[src/rtl/codec_sequencer.sv]
// codec_sequencer: codec bring-up sequencer and per-frame sample exchange with the DSP core (UNDERRUN_BYPASS_EN: replay dry input on underrun)
module codec_sequencer #(
   parameter int RST_HOLD_CYC = 1024,
   parameter int WARMUP_CYC   = 4096,
   parameter int FRAME_TO_CYC = 2048,
   parameter int CNT_W        = 16
) (
   input  logic        clk,
   input  logic        rst_n,
   input  logic        en,
   input  logic        VALID,
   input  logic [15:0] left_in,
   input  logic [15:0] right_in,
   input  logic [15:0] core_left,
   input  logic [15:0] core_right,
   input  logic        core_vld,
   output logic        RST_n,
   output logic        if_en,
   output logic [15:0] smpl_left,
   output logic [15:0] smpl_right,
   output logic        smpl_rdy,
   output logic [15:0] left_out,
   output logic [15:0] right_out,
   output logic [1:0]  state,
   output logic [7:0]  underrun_cnt,
   output logic [7:0]  resync_cnt
);
   typedef enum logic [1:0] {RESET_HOLD, WARMUP, SYNC, RUN} state_t;
   state_t           state_q;
   logic [CNT_W-1:0] cnt_q, cnt_d;
   logic             pend_q, rstn_q, ifen_q, rdy_q;
   logic [15:0]      sl_q, sr_q, lo_q, ro_q, uf_l, uf_r;
   logic [7:0]       und_q, und_d, res_q, res_d;
   assign cnt_d = cnt_q + 1'b1;
   assign und_d = (und_q == 8'hFF) ? und_q : und_q + 8'd1;
   assign res_d = (res_q == 8'hFF) ? res_q : res_q + 8'd1;
`ifdef UNDERRUN_BYPASS_EN
   assign uf_l = sl_q;
   assign uf_r = sr_q;
`else
   assign uf_l = '0;
   assign uf_r = '0;
`endif
   assign RST_n        = rstn_q;
   assign if_en        = ifen_q;
   assign smpl_left    = sl_q;
   assign smpl_right   = sr_q;
   assign smpl_rdy     = rdy_q;
   assign left_out     = lo_q;
   assign right_out    = ro_q;
   assign state        = state_q;
   assign underrun_cnt = und_q;
   assign resync_cnt   = res_q;
   // Sequencer FSM; codec controls follow the state one cycle later, frame exchange runs in SYNC/RUN
   always_ff @(posedge clk or negedge rst_n) begin
      if (!rst_n) begin
         state_q <= RESET_HOLD;
         cnt_q   <= '0;
         pend_q  <= 1'b0;
         rstn_q  <= 1'b0;
         ifen_q  <= 1'b0;
         rdy_q   <= 1'b0;
         sl_q    <= '0;
         sr_q    <= '0;
         lo_q    <= '0;
         ro_q    <= '0;
         und_q   <= '0;
         res_q   <= '0;
      end else begin
         rstn_q <= state_q != RESET_HOLD;
         ifen_q <= state_q == SYNC || state_q == RUN;
         rdy_q  <= 1'b0;
         if (!en) begin
            state_q <= RESET_HOLD;
            cnt_q   <= '0;
            pend_q  <= 1'b0;
            lo_q    <= '0;
            ro_q    <= '0;
         end else begin
            case (state_q)
               RESET_HOLD: begin
                  cnt_q <= (cnt_q == CNT_W'(RST_HOLD_CYC - 1)) ? '0 : cnt_d;
                  if (cnt_q == CNT_W'(RST_HOLD_CYC - 1)) state_q <= WARMUP;
               end
               WARMUP: begin
                  cnt_q <= (cnt_q == CNT_W'(WARMUP_CYC - 1)) ? '0 : cnt_d;
                  if (cnt_q == CNT_W'(WARMUP_CYC - 1)) state_q <= SYNC;
               end
               default: begin
                  if (core_vld && pend_q) begin
                     lo_q   <= core_left;
                     ro_q   <= core_right;
                     pend_q <= 1'b0;
                  end
                  if (VALID) begin
                     state_q <= RUN;
                     cnt_q   <= '0;
                     sl_q    <= left_in;
                     sr_q    <= right_in;
                     rdy_q   <= 1'b1;
                     pend_q  <= 1'b1;
                     if (pend_q && !core_vld) begin
                        und_q <= und_d;
                        lo_q  <= uf_l;
                        ro_q  <= uf_r;
                     end
                  end else if (cnt_q == CNT_W'(FRAME_TO_CYC - 1)) begin
                     state_q <= RESET_HOLD;
                     cnt_q   <= '0;
                     res_q   <= res_d;
                     pend_q  <= 1'b0;
                     lo_q    <= '0;
                     ro_q    <= '0;
                  end else begin
                     cnt_q <= cnt_d;
                  end
               end
            endcase
         end
      end
   end
endmodule

[config.mk]
export PLATFORM = sky130hd
export DESIGN_NAME = codec_sequencer
export DESIGN_NICKNAME = d
export VERILOG_FILES = /design/src/rtl/codec_sequencer.sv
export SDC_FILE = /design/constraint.sdc
export NUM_CORES = 1
export LEC_CHECK = 0
export CAP_MARGIN = 20
export CORE_ASPECT_RATIO = 0.5
export CORE_MARGIN = 3
export CORE_UTILIZATION = 41
export DETAILED_ROUTE_END_ITERATION = 8
export PLACE_DENSITY_LB_ADDON = 0.3
export SLEW_MARGIN = 20
export SYNTH_ARGS = -nofsm -noshare
export SYNTH_HDL_FRONTEND = slang
export SYNTH_SLANG_ARGS = --single-unit
[constraint.sdc]
create_clock -name clk -period 1.97 [get_ports clk]
set_input_delay 0.394 -clock clk [delete_from_list [all_inputs] [get_ports clk]]
set_output_delay 0.394 -clock clk [all_outputs]
set_load 0.01 [all_outputs]
# ---- After elaboration in Yosys (flattened, before gate mapping)
# Cells that the tools add are included.
dict set report totals {
  ram_bits 0
  wordCells 76
  latch_bits 0
  rom_bits 0
  ff_bits 102
  output_inout_bits 85
  mem_count 0
}
dict set report classes {
  n_shift 0
  n_eq_ne 13
  n_div 0
  add_sub_neg 3
  reduce_logical 12
  magnitude_cmp 0
  muxes 32
  multipliers 0
  n_bitwise 4
}
# operator count
set ops {}
lappend ops {{$mux 16} 17}
lappend ops {{$pmux 16 s2} 1}
lappend ops {{$add 16x1->16 const B} 1}
lappend ops {{$add 8x1->8 const B} 2}
lappend ops {{$eq 16x10->1 const B} 1}
lappend ops {{$eq 16x11->1 const B} 1}
lappend ops {{$eq 16x12->1 const B} 1}
lappend ops {{$eq 8x8->1 const B} 2}
lappend ops {{$mux 2} 5}
lappend ops {{$reduce_and 5->1} 2}
lappend ops {{$mux 1} 8}
lappend ops {{$ne 3x3->1 const B} 2}
lappend ops {{$reduce_and 3->1} 2}
lappend ops {{$ne 5x1->1 const B} 1}
lappend ops {{$eq 2x2->1 const B} 2}
lappend ops {{$ne 4x1->1 const B} 1}
lappend ops {{$not 1->1} 4}
lappend ops {{$pmux 2 s2} 1}
lappend ops {{$eq 2x1->1 const B} 1}
lappend ops {{$logic_and 1x1->1} 2}
lappend ops {{$logic_not 2->1} 1}
lappend ops {{$ne 2x2->1 const B} 1}
lappend ops {{$reduce_and 2->1} 1}
lappend ops {{$reduce_bool 2->1} 1}
lappend ops {{3 further kinds} 3}

# ---- Longest topological paths before layout
dict set report logic_depth {
  word_depth 6
  ltp_mapped 8
  ltp_nobuf 5
}

# ---- Worst setup path after synthesis
# OpenSTA, ideal clock, no wires.
dict set report synth_timing {
  path_kind {flip-flop to flip-flop}
  startpoint {reg cnt_q[0]}
  endpoint {reg lo_q[0] (netlist: left_out[0])}
  n_path_buf 2
  t_arrival_ns 1.712
  stages_incl_launch_ff 8
  setup_slack_ns 0.137
  required_ns 1.848
  period_less_slack_ns 1.833
  setup_ns 0.122
  path_cell_list {dfrtp_1 > ha_1 > and4_1 > buf_2 > nand4_4 > a21o_4 > buf_6 > a32o_1}
}
dict set report synth_via {
  elab_chain_cells 5
}
# element line
set synth_rtl {}
lappend synth_rtl {{from (decl)} 30} ;# logic [CNT_W-1:0] cnt_q, cnt_d;
lappend synth_rtl {{from (signal assigned)} 82} ;# cnt_q <= (cnt_q == CNT_W'(RST_HOLD_CYC - 1)) ? '0 : cnt_d;
lappend synth_rtl {{from (signal assigned)} 86} ;# cnt_q <= (cnt_q == CNT_W'(WARMUP_CYC - 1)) ? '0 : cnt_d;
lappend synth_rtl {{from (signal assigned)} 115} ;# cnt_q <= cnt_d;
lappend synth_rtl {{$eq 16x11->1} 107} ;# end else if (cnt_q == CNT_W'(FRAME_TO_CYC - 1)) begin
lappend synth_rtl {{$mux 16} 107}
lappend synth_rtl {{$mux 16} 95} ;# if (VALID) begin
lappend synth_rtl {{$mux 16} 80} ;# case (state_q)
lappend synth_rtl {{$mux 16} 73} ;# if (!en) begin
lappend synth_rtl {{to (signal assigned)} 91} ;# lo_q <= core_left;
lappend synth_rtl {{to (signal assigned)} 104} ;# lo_q <= uf_l;
lappend synth_rtl {{to (decl)} 32} ;# logic [15:0] sl_q, sr_q, lo_q, ro_q, uf_l, uf_r;
# Every way passes these cells. The select of a mux whose other input is x is not followed.
# A chain may end at the register's enable or synchronous reset.

# ---- Final worst setup path
dict set report layout_timing {
  startpoint {reg state_q[1] (netlist: state[1])}
  endpoint {out state[1]}
}
# element line
set layout_lines {}
lappend layout_lines {{from (decl)} 29} ;# state_t state_q;
lappend layout_lines {{from (signal assigned)} 57} ;# state_q <= RESET_HOLD;
lappend layout_lines {{from (signal assigned)} 74} ;# state_q <= RESET_HOLD;
lappend layout_lines {{from (signal assigned)} 83} ;# if (cnt_q == CNT_W'(RST_HOLD_CYC - 1)) state_q <= WARMUP;
lappend layout_lines {{to (decl)} 24} ;# output logic [1:0] state,
# No word-level cell between the ends.

==> results.toml <==
[outcome]
outcome = "finished clean"

[global_route]
grt_max_degree = 37
antenna_found_initial = 0
grt_pass1_wl_mm = 18.32
grt.total_usage_pct = 18.49
grt_pass1_vias = 3660
grt_overflow = 0

[logic_synthesis]
synth_ff_type = "dfrtp_1"
synth_edf_count = 0
synth_nets = 471
postSynthAreaPerCell_um2 = 11.07
synth_cells = 399
ys_seq_area_share_pct = 57.79
synthArstFlopShare_pct = 100.0
ys_types = 47
syn-cell-area_um2 = 4417
synth-seq-cells = 102
yosysWarnings = 0

[timing]
relSlewSlack_pct = 60.80
post-route-min-period_ps = 1935
finalHoldViolations = 0
post-route-period-util_pct = 98.21
rsz0062_at_grt = "false"
drv_slew = 0
skew_ps = 5.995
tightest_slew_ps = 581.8
max_freq_mhz = 516.8
setup_viol = 0

[cts]
cts.sinks = 102
cts_tree = "yes"
cts_root_buf = "clkbuf_16"
path_clk_slew_ps = 70
clockBufferDepth = 2
cts_buffers = 9
postCtsSetupRepairBufs = 0
clk_latency_ps = 340
htree_levels = 3

[placement]
io_buffers = 153
dp.cells = 700
gp_congestion = 0.8626
dpl-instance-area_um2 = 6228
dpl.hpwl_mm = 7.946

[job]
maxCapViolCount = 0

[finish]
nFillCells = 850
final_cells = 719
drive_gt1_share_pct = 12.44
final_util_pct = 63.49
final_cell_area_um2 = 6568
diodes = 0
area_growth_pct = 48.70
nNetsFinal = 646

[route]
dr.pass1.iters = 4
route.antenna.remaining_nets = 0
drc = 0
routed_wirelength_mm = 11.66
via_per_inst = 5.149
drtIter0Drc = 235
wl_per_cell_um = 16.22
vias = 3702

[power]
power_density_nw_per_um2 = 648.8
p_comb_share_pct = 8.9
intPower_mw = 3.276
pwr-share-clk_pct = 40.5
p_leak_nw = 2.994
power_frac_seq_pct = 50.7
peakVddDrop_mv = 0.3840
swShare_pct = 23.11
power.switching_mw = 0.9848

[setup_path]
cp_top_family = "buffers and inverters"
cp-start-kind = "register"
crit_chain = "buf_4 -> clkdlybuf4s50_1"
worstSetupEndpointType = "primary output"
critical_path.slowest_cell = "clkdlybuf4s50_1"
path_buf_inv = 2
worstPathArrival_ps = 1540
cp.required_ps = 1580
critical-path-max-stage-delay_ps = 560
critical_path.max_fanout = 7
path_class = "reg2out"

[worst_hold_path]
hold_class = "reg2reg"

[floorplan]
chipWidth_um = 152.8
core_area_um2 = 10340
dieArea_um2 = 12130
rows = 26
start_util_pct = 42.69
die_h_um = 79.39
num_io_pins = 154
[kinds of logic after synthesis]
group	count (synthesis)	synth area share (%)
simple gates	169	18.47
flops	102	57.79
compound gates	64	12.80
buf+inv	32	4.221
xor+xnor	27	5.354
fa+ha+maj	3	0.8499
mux	2	0.5099
[worst paths after layout]
path	start	to	slack (ps)	cells after the start
max in group asynchronous	rst_n	resync_cnt[6]$_DFFE_PN0P_	830	3
max	state[1]$_DFFE_PN0P_	state[1]	40	2
min in group asynchronous	rst_n	left_out[7]$_DFFE_PN0P_	530	2
min reg2reg	smpl_right[15]$_DFFE_PN0P_	smpl_right[15]$_DFFE_PN0P_	470	2
min	smpl_right[15]$_DFFE_PN0P_	smpl_right[15]$_DFFE_PN0P_	470	2
max reg2reg	cnt_q[12]$_DFF_PN0_	right_out[7]$_DFFE_PN0P_	80	6
[flip-flops by register name, indices dropped and copies added (netlist names)]
name / cells
pend_q: 1
smpl_rdy: 1
if_en: 1
RST_n: 1
right_out: 16
smpl_left: 16
smpl_right: 16
resync_cnt: 8
left_out: 16
state: 2
underrun_cnt: 8
cnt_q: 16
[per-layer routing]
layer	GRT usage [%]	wire length, um
met2	31.15	5636
met5	0	0
met3	4.764	664
met1	24.39	5245
met4	4.356	114
[cells in the mapped netlist, types with 3 or more instances]
cell type	count	area share [%]
buf_6	7	1.8
nor3_1	5	0.57
a21oi_1	4	0.45
o21ai_0	4	0.45
o211ai_1	3	0.51
dfrtp_1	102	58
xnor2_1	4	0.79
xor2_1	23	4.6
and4_1	4	0.79
nand4_1	11	1.6
nor2b_1	3	0.42
ha_1	3	0.85
nor4_1	4	0.57
nand3_1	15	1.7
inv_1	6	0.51
nand2_1	106	9.0
a21oi_2	10	2.0
clkbuf_1	12	1.0
buf_4	3	0.51
a32o_1	32	7.3
nor2_1	6	0.51
[cell usage in the layout (no fill, tap or decap), types with 5 or more instances in the layout]
cell type / count
a21oi_2: 10
a32o_1: 32
buf_4: 33
clkbuf_16: 9
clkdlybuf4s50_1: 152
dfrtp_1: 102
inv_1: 6
nand2_1: 106
nand3_1: 15
nand4_1: 11
nor2_1: 6
nor3_1: 5
xor2_1: 23
[tightest hold or removal path, stage by stage, from the launching register on]
cell and delay [ps]:
dfrtp_1 340, nand2_1 50, nand2_1 50
[power by group through the flow]
stage	logic, mW	clock network [mW]	registers [mW]
floorplan	0.0578	0	2.22
global placement	0.375	0	2.20
detailed placement	0.379	0	2.20
CTS	0.384	1.78	2.16
global route	0.411	1.85	2.16
finish	0.378	1.72	2.16
[layout make-up]
type / count / area [um^2] / share of cell area (%)
Tap cell: 140 / 175.2 / 2.667
Sequential cell: 102 / 2552 / 38.86
Multi-Input combinational cell: 267 / 1720 / 26.20
Inverter: 7 / 26.28 / 0.4001
Clock inverter: 6 / 55.05 / 0.8383
Clock buffer: 10 / 239.0 / 3.639
Timing Repair Buffer: 187 / 1799 / 27.40
[repair_timing]
| action | 4_1_cts | 5_1_grt |
|---|---|---|
| setup endpoints to repair | 2 | 32 |
| hold endpoints to repair | 10 | 0 |
| cloned | 0 | 2 |
| pin swaps | 0 | 0 |
| gates resized for setup | 1 | 2 |
| hold buffers | 1 | 0 |
[metrics by stage]
stage	total power [mW]	setup TNS (ps)	hold WS, ps	setup slack [ps]
after floorplan	2.278	0	98.41	136.5
after global placement	2.574	-20290	364.0	-532.9
after detailed placement	2.578	-11610	365.7	-224.5
after CTS	4.318	0	479.0	36.16
after global routing	4.427	0	508.5	3.693
final	4.261	0	472.3	35.18
(Power assumes the default switching activity.)
